File: src/rtl/time_sync_rx_parser_if.sv
// AXI-Stream receive bus carrying frames into the time-sync parser.
interface time_sync_rx_parser_if;
  logic [63:0] s_axis_tdata;
  logic [7:0]  s_axis_tkeep;
  logic        s_axis_tvalid;
  logic        s_axis_tready;
  logic        s_axis_tlast;
  logic        s_axis_tuser;

  modport master (
    output s_axis_tdata, s_axis_tkeep, s_axis_tvalid, s_axis_tlast, s_axis_tuser,
    input  s_axis_tready
  );

  modport slave (
    input  s_axis_tdata, s_axis_tkeep, s_axis_tvalid, s_axis_tlast, s_axis_tuser,
    output s_axis_tready
  );
endinterface

File: src/rtl/time_sync_rx_parser.sv
// Receive-side SYNC frame parser: extracts the master timestamp, adds path
// delay with ns rollover, and pulses sync_wr_en two cycles after tlast.
module time_sync_rx_parser #(
  parameter logic [15:0] ETHERTYPE = 16'h88B5,
  parameter logic [7:0]  MSG_SYNC  = 8'h01
) (
  input  logic                   clk,
  input  logic                   rst,
  time_sync_rx_parser_if.slave   s_axis,
  input  logic                   enable,
  input  logic [29:0]            delay_ns,
  input  logic [15:0]            delay_frac,
  output logic                   sync_wr_en,
  output logic [95:0]            sync_wr_ts,
  output logic [31:0]            rx_sync_count,
  output logic [31:0]            rx_drop_count
);

  localparam int unsigned SEC_W  = 48;
  localparam int unsigned NS_W   = 30;
  localparam int unsigned FRAC_W = 16;
  localparam logic [31:0]   NS_PER_SEC    = 32'd1_000_000_000;
  localparam logic [NS_W:0] NS_PER_SEC_31 = (NS_W+1)'(1_000_000_000);

  typedef enum logic [1:0] {ST_IDLE, ST_HDR, ST_SKIP} state_e;

  state_e              state_q, state_d;
  logic [1:0]          beat_q, beat_d;
  logic [15:0]         eth_q, eth_d;
  logic [7:0]          msg_q, msg_d;
  logic [SEC_W-1:0]    sec_q, sec_d;
  logic [31:0]         ns_q, ns_d;
  logic [FRAC_W-1:0]   frac_q, frac_d;
  logic                have3_q, have3_d;
  logic                keep_ok_q, keep_ok_d;
  logic                frame_end_c;
  logic                accept_c;
  logic                drop_c;

  logic                s1_vld_q;
  logic [SEC_W-1:0]    s1_sec_q;
  logic [FRAC_W:0]     s1_frac_sum_q;
  logic [NS_W:0]       s1_ns_sum_q;
  logic [FRAC_W:0]     frac_sum_c;
  logic [NS_W:0]       ns_sum_c;
  logic                roll_c;
  logic [NS_W-1:0]     ns_out_c;
  logic [SEC_W-1:0]    sec_out_c;

  logic                sync_wr_en_q;
  logic [95:0]         sync_wr_ts_q;
  logic [31:0]         sync_cnt_q;
  logic [31:0]         drop_cnt_q;

  logic [63:0]         d;
  logic                unused_keep_c;

  // Sink never stalls the stream.
  assign s_axis.s_axis_tready = 1'b1;
  assign d             = s_axis.s_axis_tdata;
  assign unused_keep_c = ^s_axis.s_axis_tkeep[7:4];

  // Next-state: beat tracking, header field capture and frame verdict.
  always_comb begin
    state_d     = state_q;
    beat_d      = beat_q;
    eth_d       = eth_q;
    msg_d       = msg_q;
    sec_d       = sec_q;
    ns_d        = ns_q;
    frac_d      = frac_q;
    have3_d     = have3_q;
    keep_ok_d   = keep_ok_q;
    frame_end_c = 1'b0;
    if (s_axis.s_axis_tvalid) begin
      unique case (state_q)
        ST_IDLE: begin
          have3_d   = 1'b0;
          keep_ok_d = 1'b0;
          if (!s_axis.s_axis_tlast) begin
            state_d = ST_HDR;
            beat_d  = 2'd1;
          end
        end
        ST_HDR: begin
          case (beat_q)
            2'd1: begin
              eth_d = {d[39:32], d[47:40]};
              msg_d = d[55:48];
            end
            2'd2: begin
              sec_d        = {d[7:0], d[15:8], d[23:16], d[31:24], d[39:32], d[47:40]};
              ns_d[31:16]  = {d[55:48], d[63:56]};
            end
            2'd3: begin
              ns_d[15:0] = {d[7:0], d[15:8]};
              frac_d     = {d[23:16], d[31:24]};
              have3_d    = 1'b1;
              keep_ok_d  = (s_axis.s_axis_tkeep[3:0] == 4'hF);
            end
            default: ;
          endcase
          if (s_axis.s_axis_tlast) begin
            frame_end_c = 1'b1;
            state_d     = ST_IDLE;
            beat_d      = 2'd0;
          end else if (beat_q == 2'd3) begin
            state_d = ST_SKIP;
          end else begin
            beat_d = beat_q + 2'd1;
          end
        end
        ST_SKIP: begin
          if (s_axis.s_axis_tlast) begin
            frame_end_c = 1'b1;
            state_d     = ST_IDLE;
            beat_d      = 2'd0;
          end
        end
        default: state_d = ST_IDLE;
      endcase
    end
  end

  // Verdict uses the freshly captured fields so a 4-beat frame is judged on its own tlast.
  assign accept_c = frame_end_c && (eth_d == ETHERTYPE) && (msg_d == MSG_SYNC) &&
                    have3_d && keep_ok_d && !s_axis.s_axis_tuser && (ns_d < NS_PER_SEC);
  assign drop_c   = frame_end_c && (eth_d == ETHERTYPE) && !accept_c;

  // Stage-1 compensation sums; accepted ns is below 1e9 so 30 bits suffice.
  assign frac_sum_c = (FRAC_W+1)'(frac_d) + (FRAC_W+1)'(delay_frac);
  assign ns_sum_c   = (NS_W+1)'(ns_d[NS_W-1:0]) + (NS_W+1)'(delay_ns) +
                      (NS_W+1)'(frac_sum_c[FRAC_W]);

  // Stage-2 normalisation into [0, 1e9) with seconds carry.
  assign roll_c    = (s1_ns_sum_q >= NS_PER_SEC_31);
  assign ns_out_c  = roll_c ? NS_W'(s1_ns_sum_q - NS_PER_SEC_31) : s1_ns_sum_q[NS_W-1:0];
  assign sec_out_c = roll_c ? s1_sec_q + SEC_W'(1) : s1_sec_q;

  // State, capture, pipeline and counter registers.
  always_ff @(posedge clk or posedge rst) begin
    if (rst) begin
      state_q       <= ST_IDLE;
      beat_q        <= 2'd0;
      eth_q         <= '0;
      msg_q         <= '0;
      sec_q         <= '0;
      ns_q          <= '0;
      frac_q        <= '0;
      have3_q       <= 1'b0;
      keep_ok_q     <= 1'b0;
      s1_vld_q      <= 1'b0;
      s1_sec_q      <= '0;
      s1_frac_sum_q <= '0;
      s1_ns_sum_q   <= '0;
      sync_wr_en_q  <= 1'b0;
      sync_wr_ts_q  <= '0;
      sync_cnt_q    <= '0;
      drop_cnt_q    <= '0;
    end else begin
      state_q   <= state_d;
      beat_q    <= beat_d;
      eth_q     <= eth_d;
      msg_q     <= msg_d;
      sec_q     <= sec_d;
      ns_q      <= ns_d;
      frac_q    <= frac_d;
      have3_q   <= have3_d;
      keep_ok_q <= keep_ok_d;
      s1_vld_q  <= accept_c && enable;
      if (accept_c) begin
        s1_sec_q      <= sec_d;
        s1_frac_sum_q <= frac_sum_c;
        s1_ns_sum_q   <= ns_sum_c;
        sync_cnt_q    <= sync_cnt_q + 32'd1;
      end
      if (drop_c) begin
        drop_cnt_q <= drop_cnt_q + 32'd1;
      end
      sync_wr_en_q <= s1_vld_q;
      if (s1_vld_q) begin
        sync_wr_ts_q <= {sec_out_c, 2'b00, ns_out_c, s1_frac_sum_q[FRAC_W-1:0]};
      end
    end
  end

  assign sync_wr_en    = sync_wr_en_q;
  assign sync_wr_ts    = sync_wr_ts_q;
  assign rx_sync_count = sync_cnt_q;
  assign rx_drop_count = drop_cnt_q;

endmodule

File: src/flat_wrapper.sv
// flat-port wrapper written by rule: the top's interface ports become plain ports
module time_sync_rx_parser_flat 
#(
  parameter logic [15:0] ETHERTYPE = 16'h88B5,
  parameter logic [7:0]  MSG_SYNC  = 8'h01
)
  (clk, rst, enable, delay_ns, delay_frac, sync_wr_en, sync_wr_ts, rx_sync_count, rx_drop_count, s_axis_s_axis_tdata, s_axis_s_axis_tkeep, s_axis_s_axis_tvalid, s_axis_s_axis_tlast, s_axis_s_axis_tuser, s_axis_s_axis_tready);
  time_sync_rx_parser_if s_axis_i ();
  input  logic clk;
  input  logic rst;
  input  logic enable;
  input  logic [29:0] delay_ns;
  input  logic [15:0] delay_frac;
  output logic sync_wr_en;
  output logic [95:0] sync_wr_ts;
  output logic [31:0] rx_sync_count;
  output logic [31:0] rx_drop_count;
  input wire logic [$bits(s_axis_i.s_axis_tdata)-1:0] s_axis_s_axis_tdata;
  input wire logic [$bits(s_axis_i.s_axis_tkeep)-1:0] s_axis_s_axis_tkeep;
  input wire logic [$bits(s_axis_i.s_axis_tvalid)-1:0] s_axis_s_axis_tvalid;
  input wire logic [$bits(s_axis_i.s_axis_tlast)-1:0] s_axis_s_axis_tlast;
  input wire logic [$bits(s_axis_i.s_axis_tuser)-1:0] s_axis_s_axis_tuser;
  output wire logic [$bits(s_axis_i.s_axis_tready)-1:0] s_axis_s_axis_tready;
  assign s_axis_i.s_axis_tdata = s_axis_s_axis_tdata;
  assign s_axis_i.s_axis_tkeep = s_axis_s_axis_tkeep;
  assign s_axis_i.s_axis_tvalid = s_axis_s_axis_tvalid;
  assign s_axis_i.s_axis_tlast = s_axis_s_axis_tlast;
  assign s_axis_i.s_axis_tuser = s_axis_s_axis_tuser;
  assign s_axis_s_axis_tready = s_axis_i.s_axis_tready;
  time_sync_rx_parser #(.ETHERTYPE(ETHERTYPE), .MSG_SYNC(MSG_SYNC)) u_core (.clk(clk), .rst(rst), .s_axis(s_axis_i), .enable(enable), .delay_ns(delay_ns), .delay_frac(delay_frac), .sync_wr_en(sync_wr_en), .sync_wr_ts(sync_wr_ts), .rx_sync_count(rx_sync_count), .rx_drop_count(rx_drop_count));
endmodule
File: config.mk
export PLATFORM = sky130hd
export DESIGN_NAME = time_sync_rx_parser_flat
export DESIGN_NICKNAME = d
export VERILOG_FILES = /design/src/rtl/time_sync_rx_parser_if.sv /design/src/rtl/time_sync_rx_parser.sv /design/src/flat_wrapper.sv
export SDC_FILE = /design/constraint.sdc
export NUM_CORES = 1
export LEC_CHECK = 0
export ABC_AREA = 1
export BUFFER_PORTS_ARGS = -buffer_cell sky130_fd_sc_hd__buf_2
export CAP_MARGIN = 20
export CORE_MARGIN = 5
export CORE_UTILIZATION = 35
export CTS_CLUSTER_SIZE = 24
export DETAILED_ROUTE_END_ITERATION = 8
export PLACE_DENSITY = 0.6
export SETUP_SLACK_MARGIN = 0.3
export SYNTH_ARGS = -nofsm -noshare
export SYNTH_HDL_FRONTEND = slang
export SYNTH_SLANG_ARGS = --single-unit
File: constraint.sdc
create_clock -name clk -period 33.9 [get_ports clk]
set_input_delay 5.085 -clock clk [delete_from_list [all_inputs] [get_ports clk]]
set_output_delay 5.085 -clock clk [all_outputs]
set_load 0.05 [all_outputs]
After elaboration in Yosys (flattened, before gate mapping)
Index checks and enable logic that the tools add are counted.
Widths: inputs -> output; s select.
{"block": "totals", "output_inout_bits": 162, "reg_bits": 381, "inputBits": 124}
{"block": "op_classes", "eq_ne": 12, "n_lt_le_gt_ge": 2, "muxes": 35, "addsub": 8, "n_reduce_logical": 15}
{"op": "$mux 48", "n": 4}
{"op": "$mux 16", "n": 8}
{"op": "$add 32x1->32 const B", "n": 2}
{"op": "$mux 32", "n": 2}
{"op": "$add 48x1->48 const B", "n": 1}
{"op": "$lt 32x30->1 const B", "n": 1}
{"op": "$add 30x30->31", "n": 1}
{"op": "$add 31x1->31", "n": 1}
{"op": "$ge 31x30->1 const B", "n": 1}
{"op": "$mux 30", "n": 1}
{"op": "$sub 30x30->30 const B", "n": 1}
{"op": "$mux 8", "n": 3}
{"op": "$add 16x16->17", "n": 1}
{"op": "$eq 16x16->1 const B", "n": 1}
{"op": "$mux 2", "n": 6}
{"op": "$pmux 2 s3", "n": 2}
{"op": "$eq 8x1->1 const B", "n": 1}
{"op": "$logic_and 1x1->1", "n": 8}
{"op": "$mux 1", "n": 7}
{"op": "$eq 2x2->1 const B", "n": 3}
{"op": "$reduce_and 5->1", "n": 1}
{"op": "$eq 2x1->1 const B", "n": 2}
{"op": "$eq 4x4->1 const B", "n": 1}
{"op": "$ne 2x2->1 const B", "n": 2}
{"op": "9 further kinds", "n": 11}

Logic depth before layout (Yosys ltp)
Gate-level depths: netlist (run 1).
{"block": "depth", "word_depth": 13, "mapped_depth": 35, "ltp_nobuf": 32}

Least setup slack after synthesis (run 1)
No wires, ideal clock.
{"block": "synth_path", "path_kind": "in2reg", "from": "in s_axis_s_axis_tvalid", "to": "reg u_core.s1_ns_sum_q[24]", "path_buffers": 3, "required_ps": 33780, "setup_time_ps": 120, "slack_ps": 24295, "t_arrival_ps": 9486, "stages": 33, "path_cell_list": "buf_4 > nand3_2 > buf_2 > clkbuf_1 > nand2_1 > o21ai_0 > ha_1 > inv_1 > fa_1 > o21ai_0 > nand3_1 > nand4_1 > nand3_1 > nand2_1 > nand2_1 > nand2_1 > a21oi_1 > fa_1 > fa_1 > inv_1 > nand2_1 > o21ai_0 > nand2_1 > nand2_1 > inv_1 > o21ai_0 > nand2_1 > nand3_1 > nand2_1 > nand2_1 > nand2_1 > o21ai_0 > inv_1"}
{"block": "synth_via", "elab_cells_between_ends": 19, "cone_classes": "add/sub: 3; order compare: 1; eq/ne: 2; mux: 7; reduce/logical: 6"}
{"item": "start: declaration", "line": "flat_wrapper.sv:20", "rtl": "input wire logic [$bits(s_axis_i.s_axis_tvalid)-1:0] s_axis_s_axis_tvalid;"}
{"item": "$mux 16", "line": "time_sync_rx_parser.sv:75", "rtl": "if (s_axis.s_axis_tvalid) begin"}
{"item": "named net u_core.frac_d[0]", "line": "time_sync_rx_parser.sv:33", "rtl": "logic [FRAC_W-1:0] frac_q, frac_d;"}
{"item": "$add 16x16->17", "line": "time_sync_rx_parser.sv:131", "rtl": "assign frac_sum_c = (FRAC_W+1)'(frac_d) + (FRAC_W+1)'(delay_frac);"}
{"item": "$add 31x1->31", "line": "time_sync_rx_parser.sv:132", "rtl": "assign ns_sum_c = (NS_W+1)'(ns_d[NS_W-1:0]) + (NS_W+1)'(delay_ns) +"}
{"item": "end signal: assignment", "line": "time_sync_rx_parser.sv:174", "rtl": "s1_ns_sum_q <= ns_sum_c;"}
{"item": "end: declaration", "line": "time_sync_rx_parser.sv:43", "rtl": "logic [NS_W:0] s1_ns_sum_q;"}
The timed path passes the listed nets, and every way through them passes these cells.
A chain may end at the register's enable or synchronous reset.

Worst setup path in the final report (run 1)
Same ends and word-level chain as after synthesis.

==> summary.md, run 1 <==
| Metric | Value |
|---|---|
| Gate Count Post-Synth | `~2900` |
| Average size of a mapped cell | `7.316 um^2` |
| Most frequent CP cell | `nand2_1` |
| Outcome | `completed` |
| Peak supply drop | `roughly 0.035 mV` |
| HPWL Detailed | `around 53000 um` |
| WHS | `around 0.46 ns` |
| Final WS setup | `23.46 ns` |
| Initial Util | `a little over a third` |
| RSZ-0062 raised after global routing | `no` |
| Pre-antenna DRT Iters | `5` |
| Max-cap viol count | `0` |
| PortBufs | `approximately 280` |
| Clock power share | `between 30% and 40%` |
| Yosys reg bits | `approximately 380` |
| Largest net degree at the start of global routing | `153` |
| PostCTS Resize Cnt | `0` |
| EDFF count, synth | `0` |
| CTS Buf Count | `47` |
| Power per cell area | `approximately 60 nW/um^2` |
| Initial DRC count | `~1400` |
| Async set or reset register ratio after synthesis | `between 90% and 100%` |
| Worst-case clock buffer depth | `3` |
| Worst slew margin | `about two fifths` |
| Hold_buf cts | `0` |
| Number of buffers and inverters on the critical path | `6` |
| Netlist Area Pre-Place | `about 21000 um^2` |
| Clock transition at path regs | `~0.06 ns` |
| Most common cell after layout, fill and taps aside | `nand2_1` |
| Required time of the critical path | `around 34 ns` |
| Final hold vios | `0` |
| H-tree depth | `2` |
| Clock sink total | `381` |
| CTS tree | `built` |
| Vias in the first global route | `about 19000` |
| Crit start category | `primary input` |
| Pleak | `approximately 13 nW` |
| Gr ovfl total | `0` |
| Global-route wire length before repair | `between 100000 and 150000 um` |
| Dominant synthesized flop cell | `dfrtp_1` |
| Antenna violations before repair | `33` |
| Internal | `0.0009791 W` |
| Max Clock Skew | `~0.021 ns` |
| Die ar. | `66140 um^2` |
| CP top delay family | `compound AO/OA/AOI/OAI gates` |
| Crit Path Class | `in -> reg` |
| Design Area, Final | `around 25000 um^2` |
| Setup TNS | `0 ns` |
| Core Footprint | `60470 um^2` |
| Die Width | `around 260 um` |
| Sw power | `approximately 0.00055 W` |
| DR WL/cell | `17.44 um` |
| Vias | `between 15000 and 20000` |
| CTS Root Cell | `clkbuf_16` |
| F_max | `between 0.09 and 0.1 GHz` |
| Synth cell types | `44` |
| Comb pwr share | `a little under a third` |
| Tightest Pin Transition | `0.9140 ns` |
| Slew Viols, Final | `0` |
| Drt drc | `0` |
| Capturing element type of the critical path | `flip-flop` |
| Ys Warns | `0` |
| Area after DPL | `~23000 um^2` |
| Antenna-violating nets left | `0` |
| Post-DR vias/cell | `~5` |
| Share of cells above drive strength 1 | `between 10% and 20%` |
| Die extent in y | `~260 um` |
| Place WS | `between 20 and 25 ns` |
| Area Growth Syn to Fin | `16.94%` |
| Fin nets | `3347` |
| GRT Total Usage | `roughly 21%` |
| Hold crit path type | `reg -> reg` |
| DRT Wirelength | `~70000 um` |
| Tmin final | `approximately 10 ns` |
| Period utilization | `~31%` |
| Final GP Congestion | `between 0.9 and 1` |
| Slowest cell on crit path | `o21ai_0` |
| Setup violations, final | `0` |
| Finished Core Util | `41.35%` |
| Flop pwr share | `35.6%` |
| Most frequent cells in the layout | `nand2_1 (1008), dfrtp_1 (380), inv_1 (335), buf_2 (278), nor2_1 (239)` |
| Critical path peak fanout | `64` |
| Seq/Total Area, Yosys | `between 40% and 50%` |
| Postcts setup bufs | `0` |
| CP arrival | `roughly 11 ns` |
| Sw Share | `about 36%` |
| IO Pins | `roughly 290` |
| # rows | `90` |
| Worst skew pair latency | `0.58 ns` |
| Max stage delay on crit path | `just under 0.5 ns` |
==> worst min-delay path: cells and delay by family, from the launching register on <==
family	cells	cell delay [ns]
simple gates	2	0.09
flops	1	0.34
==> metal layers <==
metal / track usage, % / part of all wire, % / wire, um / vias up
li1: - / - / - / 9840
met3: 5.971 / 7.3 / 5083 / 108
met5: 0 / 0.25 / 176 / -
met2: 31.49 / 43 / 30270 / 454
met1: 29.28 / 47 / 32660 / 9063
met4: 5.219 / 2.2 / 1518 / 30
==> per-stage QoR <==
stage                     total power (W)  instances
after CTS                        0.001543       3982
after global placement           0.001025       3898
after floorplan                 0.0009039       2924
final                            0.001532       3997
after global routing             0.001645       3986
after detailed placement         0.001030       3898
==> registers in the layout (all words and copies together) (netlist names), 2 cells and up <==
register,flops
u_core.beat_q,2
u_core.eth_q,16
u_core.frac_q,16
u_core.msg_q,8
u_core.ns_q,32
u_core.rx_drop_count,32
u_core.rx_sync_count,32
u_core.s1_frac_sum_q,16
u_core.s1_ns_sum_q,31
u_core.s1_sec_q,48
u_core.sec_q,48
u_core.state_q,2
u_core.sync_wr_ts,94
==> Yosys cell counts (2+ instances only) <==
| cell type | instances | area (um^2) |
|---|---|---|
| a21boi_0 | 3 | 22.52 |
| a21o_1 | 3 | 22.52 |
| a21oi_1 | 62 | 310.3 |
| a31oi_1 | 36 | 225.2 |
| and3_1 | 3 | 18.77 |
| buf_1 | 4 | 15.01 |
| buf_2 | 24 | 120.1 |
| buf_4 | 14 | 105.1 |
| buf_6 | 5 | 56.30 |
| clkbuf_1 | 53 | 198.9 |
| conb_1 | 2 | 7.510 |
| dfrtp_1 | 381 | 9534 |
| fa_1 | 3 | 60.06 |
| ha_1 | 55 | 688.2 |
| inv_1 | 337 | 1265 |
| nand2_1 | 1009 | 3787 |
| nand2_2 | 4 | 25.02 |
| nand3_1 | 154 | 770.7 |
| nand3_2 | 2 | 20.02 |
| nand3b_1 | 13 | 97.59 |
| nand4_1 | 61 | 381.6 |
| nor2_1 | 239 | 897.1 |
| nor2_2 | 6 | 37.54 |
| nor3_1 | 57 | 285.3 |
| nor4_1 | 21 | 131.4 |
| o211ai_1 | 2 | 15.01 |
| o21ai_0 | 191 | 955.9 |
| o21ai_1 | 57 | 285.3 |
| o21bai_1 | 6 | 45.04 |
| or2_2 | 2 | 12.51 |
| xnor2_1 | 22 | 192.7 |
| xor2_1 | 80 | 700.7 |
==> layout make-up <==
class | instances | area (um^2)
flip-flops and latches | 381 | 9538
well taps | 782 | 978.4
diodes | 15 | 37.54
fillers | 6353 | 35460
inverters | 339 | 1282
repair buffers | 293 | 1516
multi-input cells | 2103 | 10110
clock buffers | 64 | 1330
clock inverters | 20 | 210.2
==> worst paths after layout <==
check / depth (start not counted) / to / slack [ns] / from
max in group asynchronous: 5 / u_core.sync_wr_ts[14]$_DFFE_PP0P_ / 26.42 / rst
setup / recovery: 31 / u_core.s1_ns_sum_q[24]$_DFFE_PP0P_ / 23.46 / s_axis_s_axis_tvalid
min in group asynchronous: 2 / u_core.rx_drop_count[2]$_DFFE_PP0P_ / 4.59 / rst
setup reg to reg: 32 / u_core.s1_ns_sum_q[24]$_DFFE_PP0P_ / 27.24 / u_core.state_q[1]$_DFFE_PP0P_
hold reg to reg: 2 / u_core.sync_wr_ts[14]$_DFFE_PP0P_ / 0.46 / u_core.sync_wr_ts[14]$_DFFE_PP0P_
hold / removal: 2 / u_core.sync_wr_ts[14]$_DFFE_PP0P_ / 0.46 / u_core.sync_wr_ts[14]$_DFFE_PP0P_
==> power groups by stage <==
| stage | Combinational (W) | Clock [W] | Sequential, W |
|---|---|---|---|
| after detailed placement | 0.000477 | 0 | 0.000553 |
| after global placement | 0.000474 | 0 | 0.000552 |
| after floorplan | 0.000354 | 0 | 0.000550 |
| after global routing | 0.000555 | 0.000538 | 0.000553 |
| final | 0.000481 | 0.000505 | 0.000546 |
| after CTS | 0.000480 | 0.000518 | 0.000546 |
==> logic make-up after synthesis <==
logic type      Yosys count  share of synthesized area (%)
buf+inv                 440                          8.291
xor+xnor                102                          4.178
other cells               2                        0.03512
fa+ha+maj                58                          3.499
flops                   381                          44.58
compound gates          365                          8.987
simple gates           1575                          30.43
Note: power is estimated with default switching activity, not from simulation.
==> inputs of run 2 (changes only) <==
Clock period 33.9 ns to 9.7 ns, I/O delays scaled along.
==> run 2 against run 1 <==
Compared with the run above:
- global-route usage down 0.13 points
- worst hold slack about the same
- critical endpoint unchanged
- combinational power grew to 3.5 times the previous value
- sequential share of layout area grew 0.059 points
- highest routed layer unchanged
- largest cell class unchanged
==> summary.md, run 2 (synthesized netlist as in run 1, its figures left out) <==
| Metric | Value |
|---|---|
| Area Growth Syn to Fin | `16.76%` |
| Postcts setup bufs | `0 (unchanged)` |
| Clock transition at path regs | `0.06 ns (about the same)` |
| Share of cells above drive strength 1 | `12.11% (-0.18 points)` |
| FF+latch area | `9538 um^2 (unchanged)` |
| Die extent in y | `257.2 um (unchanged)` |
| DR WL/cell | `17.43 um (about the same)` |
| Initial Util | `35.36% (unchanged)` |
| Most frequent cells in the layout | `nand2_1 (1008), dfrtp_1 (380), inv_1 (335), buf_2 (278), nor2_1 (239)` |
| Final GP Congestion | `0.9437 (-1.7%)` |
| Hold Path Stages | `2 (unchanged)` |
| Clock sink total | `381 (unchanged)` |
| PostCTS Resize Cnt | `0 (unchanged)` |
| Worst R2R Path Depth | `32 (unchanged)` |
| Total power | `0.005313 W (+250%)` |
| Setup violations, final | `0 (unchanged)` |
| Vias | `19422 (-0.37%)` |
| GRT Total Usage | `20.61% (-0.13 points)` |
| Crit Path Class | `in -> reg` |
| Crit. path cell count | `32 (+3.2%)` |
| Fin nets | `3347 (unchanged)` |
| Die ar. | `66140 um^2 (unchanged)` |
| Die Width | `257.2 um (unchanged)` |
| # rows | `90 (unchanged)` |
| Max stage delay on crit path | `0.50 ns (about the same)` |
| PortBufs | `278 (unchanged)` |
| IO Pins | `286 (unchanged)` |
| RSZ-0062 raised after global routing | `no` |
| CTS tree | `built` |
| Largest register FFs | `94 (unchanged)` |
| Max Clock Skew | `0.03438 ns (+0.01364 ns)` |
| Most common cell after layout, fill and taps aside | `nand2_1` |
| Worst skew pair latency | `0.59 ns (about the same)` |
| Layout fillers | `6298 (-0.87%)` |
| Slowest cell on crit path | `buf_4` |
| Gr ovfl total | `0 (unchanged)` |
| H-tree depth | `2 (unchanged)` |
| Worst slew margin | `35.35% (-3.5 points)` |
| Worst-case clock buffer depth | `3 (unchanged)` |
| Largest net degree at the start of global routing | `157 (+2.6%)` |
| Power per cell area | `212.8 nW/um^2 (+250%)` |
| Tmin final | `6.623 ns` |
| Setup TNS | `0 ns (unchanged)` |
| CTS Buf Count | `46 (-2.1%)` |
| Critical path peak fanout | `67 (+4.7%)` |
| Capturing element type of the critical path | `flip-flop` |
| Peak supply drop | `0.1453 mV (+320%)` |
| CTS Root Cell | `clkbuf_16` |
| CP arrival | `7.07 ns (-3.82 ns)` |
| HPWL Detailed | `53310 um (+0.60%)` |
| Initial DRC count | `1233 (-11%)` |
| Number of buffers and inverters on the critical path | `6 (unchanged)` |
| DRT Wirelength | `69640 um (about the same)` |
| Post-DR vias/cell | `4.862 (-0.32%)` |
| Area occupied by multi-input gates | `10110 um^2 (unchanged)` |
| Outcome | `completed` |
| Pre-antenna DRT Iters | `5 (unchanged)` |
| Pleak | `13.47 nW (-0.22%)` |
| Required time of the critical path | `10.14 ns (-24.22 ns)` |
| Vias in the first global route | `18805 (+0.83%)` |
| CP top delay family | `simple AND/OR/NAND/NOR gates` |
| Slew Viols, Final | `0 (unchanged)` |
| F_max | `~0.15 GHz` |
| Antenna violations before repair | `35 (+6.1%)` |
| Period utilization | `about two thirds` |
| Hold_buf cts | `0 (unchanged)` |
| Drt drc | `0 (unchanged)` |
| Core Footprint | `60470 um^2 (unchanged)` |
| Hold crit path type | `reg -> reg` |
| Most frequent CP cell | `nand2_1` |
| Crit start category | `primary input` |
| Final hold vios | `0 (unchanged)` |
| Global-route wire length before repair | `108700 um (-0.25%)` |
| Antenna-violating nets left | `0 (unchanged)` |
| Tightest Pin Transition | `0.9453 ns (+0.03133 ns)` |
| Max-cap viol count | `0 (unchanged)` |
==> run 2: worst register-to-register path, delay by kind of cell, from the launching register on <==
kind,cells,cell delay [ns]
compound gates,6,1.76
simple gates,15,1.46
fa+ha+maj,5,1.97
flops,1,0.40
buf+inv,6,0.68
==> run 2: through the flow <==
step	utilization (%)	area [um^2]	worst slack (ns)	instances	hold slack (ns)
after floorplan	-	21390	3.125	2924	0.3519
after global placement	38.75	23430	2.674	3899	0.4493
after detailed placement	38.75	23430	2.537	3899	0.4535
after CTS	41.22	24930	3.122	3979	0.4670
after global routing	41.26	24950	2.558	3987	0.4901
final	41.29	24970	3.077	3995	0.4632
==> run 2: path summary, 6_finish.rpt <==
| path | from | to | slack [ns] |
|---|---|---|---|
| min in group asynchronous | rst | u_core.frac_q[11]$_DFF_PP0_ | 0.95 |
| max in group asynchronous | rst | u_core.s1_vld_q$_DFF_PP0_ | 6.54 |
| setup / recovery | s_axis_s_axis_tvalid | u_core.s1_ns_sum_q[24]$_DFFE_PP0P_ | 3.08 |
| setup reg to reg | u_core.state_q[1]$_DFFE_PP0P_ | u_core.s1_ns_sum_q[24]$_DFFE_PP0P_ | 3.27 |
| hold reg to reg | u_core.s1_frac_sum_q[5]$_DFFE_PP0P_ | u_core.sync_wr_ts[5]$_DFFE_PP0P_ | 0.46 |
| hold / removal | u_core.s1_frac_sum_q[5]$_DFFE_PP0P_ | u_core.sync_wr_ts[5]$_DFFE_PP0P_ | 0.46 |
==> run 2: metal layers <==
metal / routed length (um) / GRT usage (%) / part of all wire [%]
met4: 1741 / 5.637 / 2.5
met2: 29930 / 31.04 / 43
met3: 4914 / 5.500 / 7.1
met1: 32850 / 29.42 / 47
met5: 202 / 0 / 0.29
==> run 2: power by group <==
part / leakage (nW) / switching, W / internal (W)
Clock: 0.733 / 0.000698 / 0.00104
Combinational: 7.91 / 0.00113 / 0.000542
Sequential: 4.82 / 0.0000693 / 0.00184
Total: 13.5 / 0.00189 / 0.00342
==> run 2: final cells by class <==
cell class / count / share of cell area [%]
multi-input combinational: 2103 / 40.51
timing repair buffer: 294 / 6.104
tap: 782 / 3.919
sequential: 381 / 38.20
antenna: 16 / 0.1604
clock buffer: 64 / 5.207
inverter: 339 / 5.117
clock inverter: 16 / 0.7868
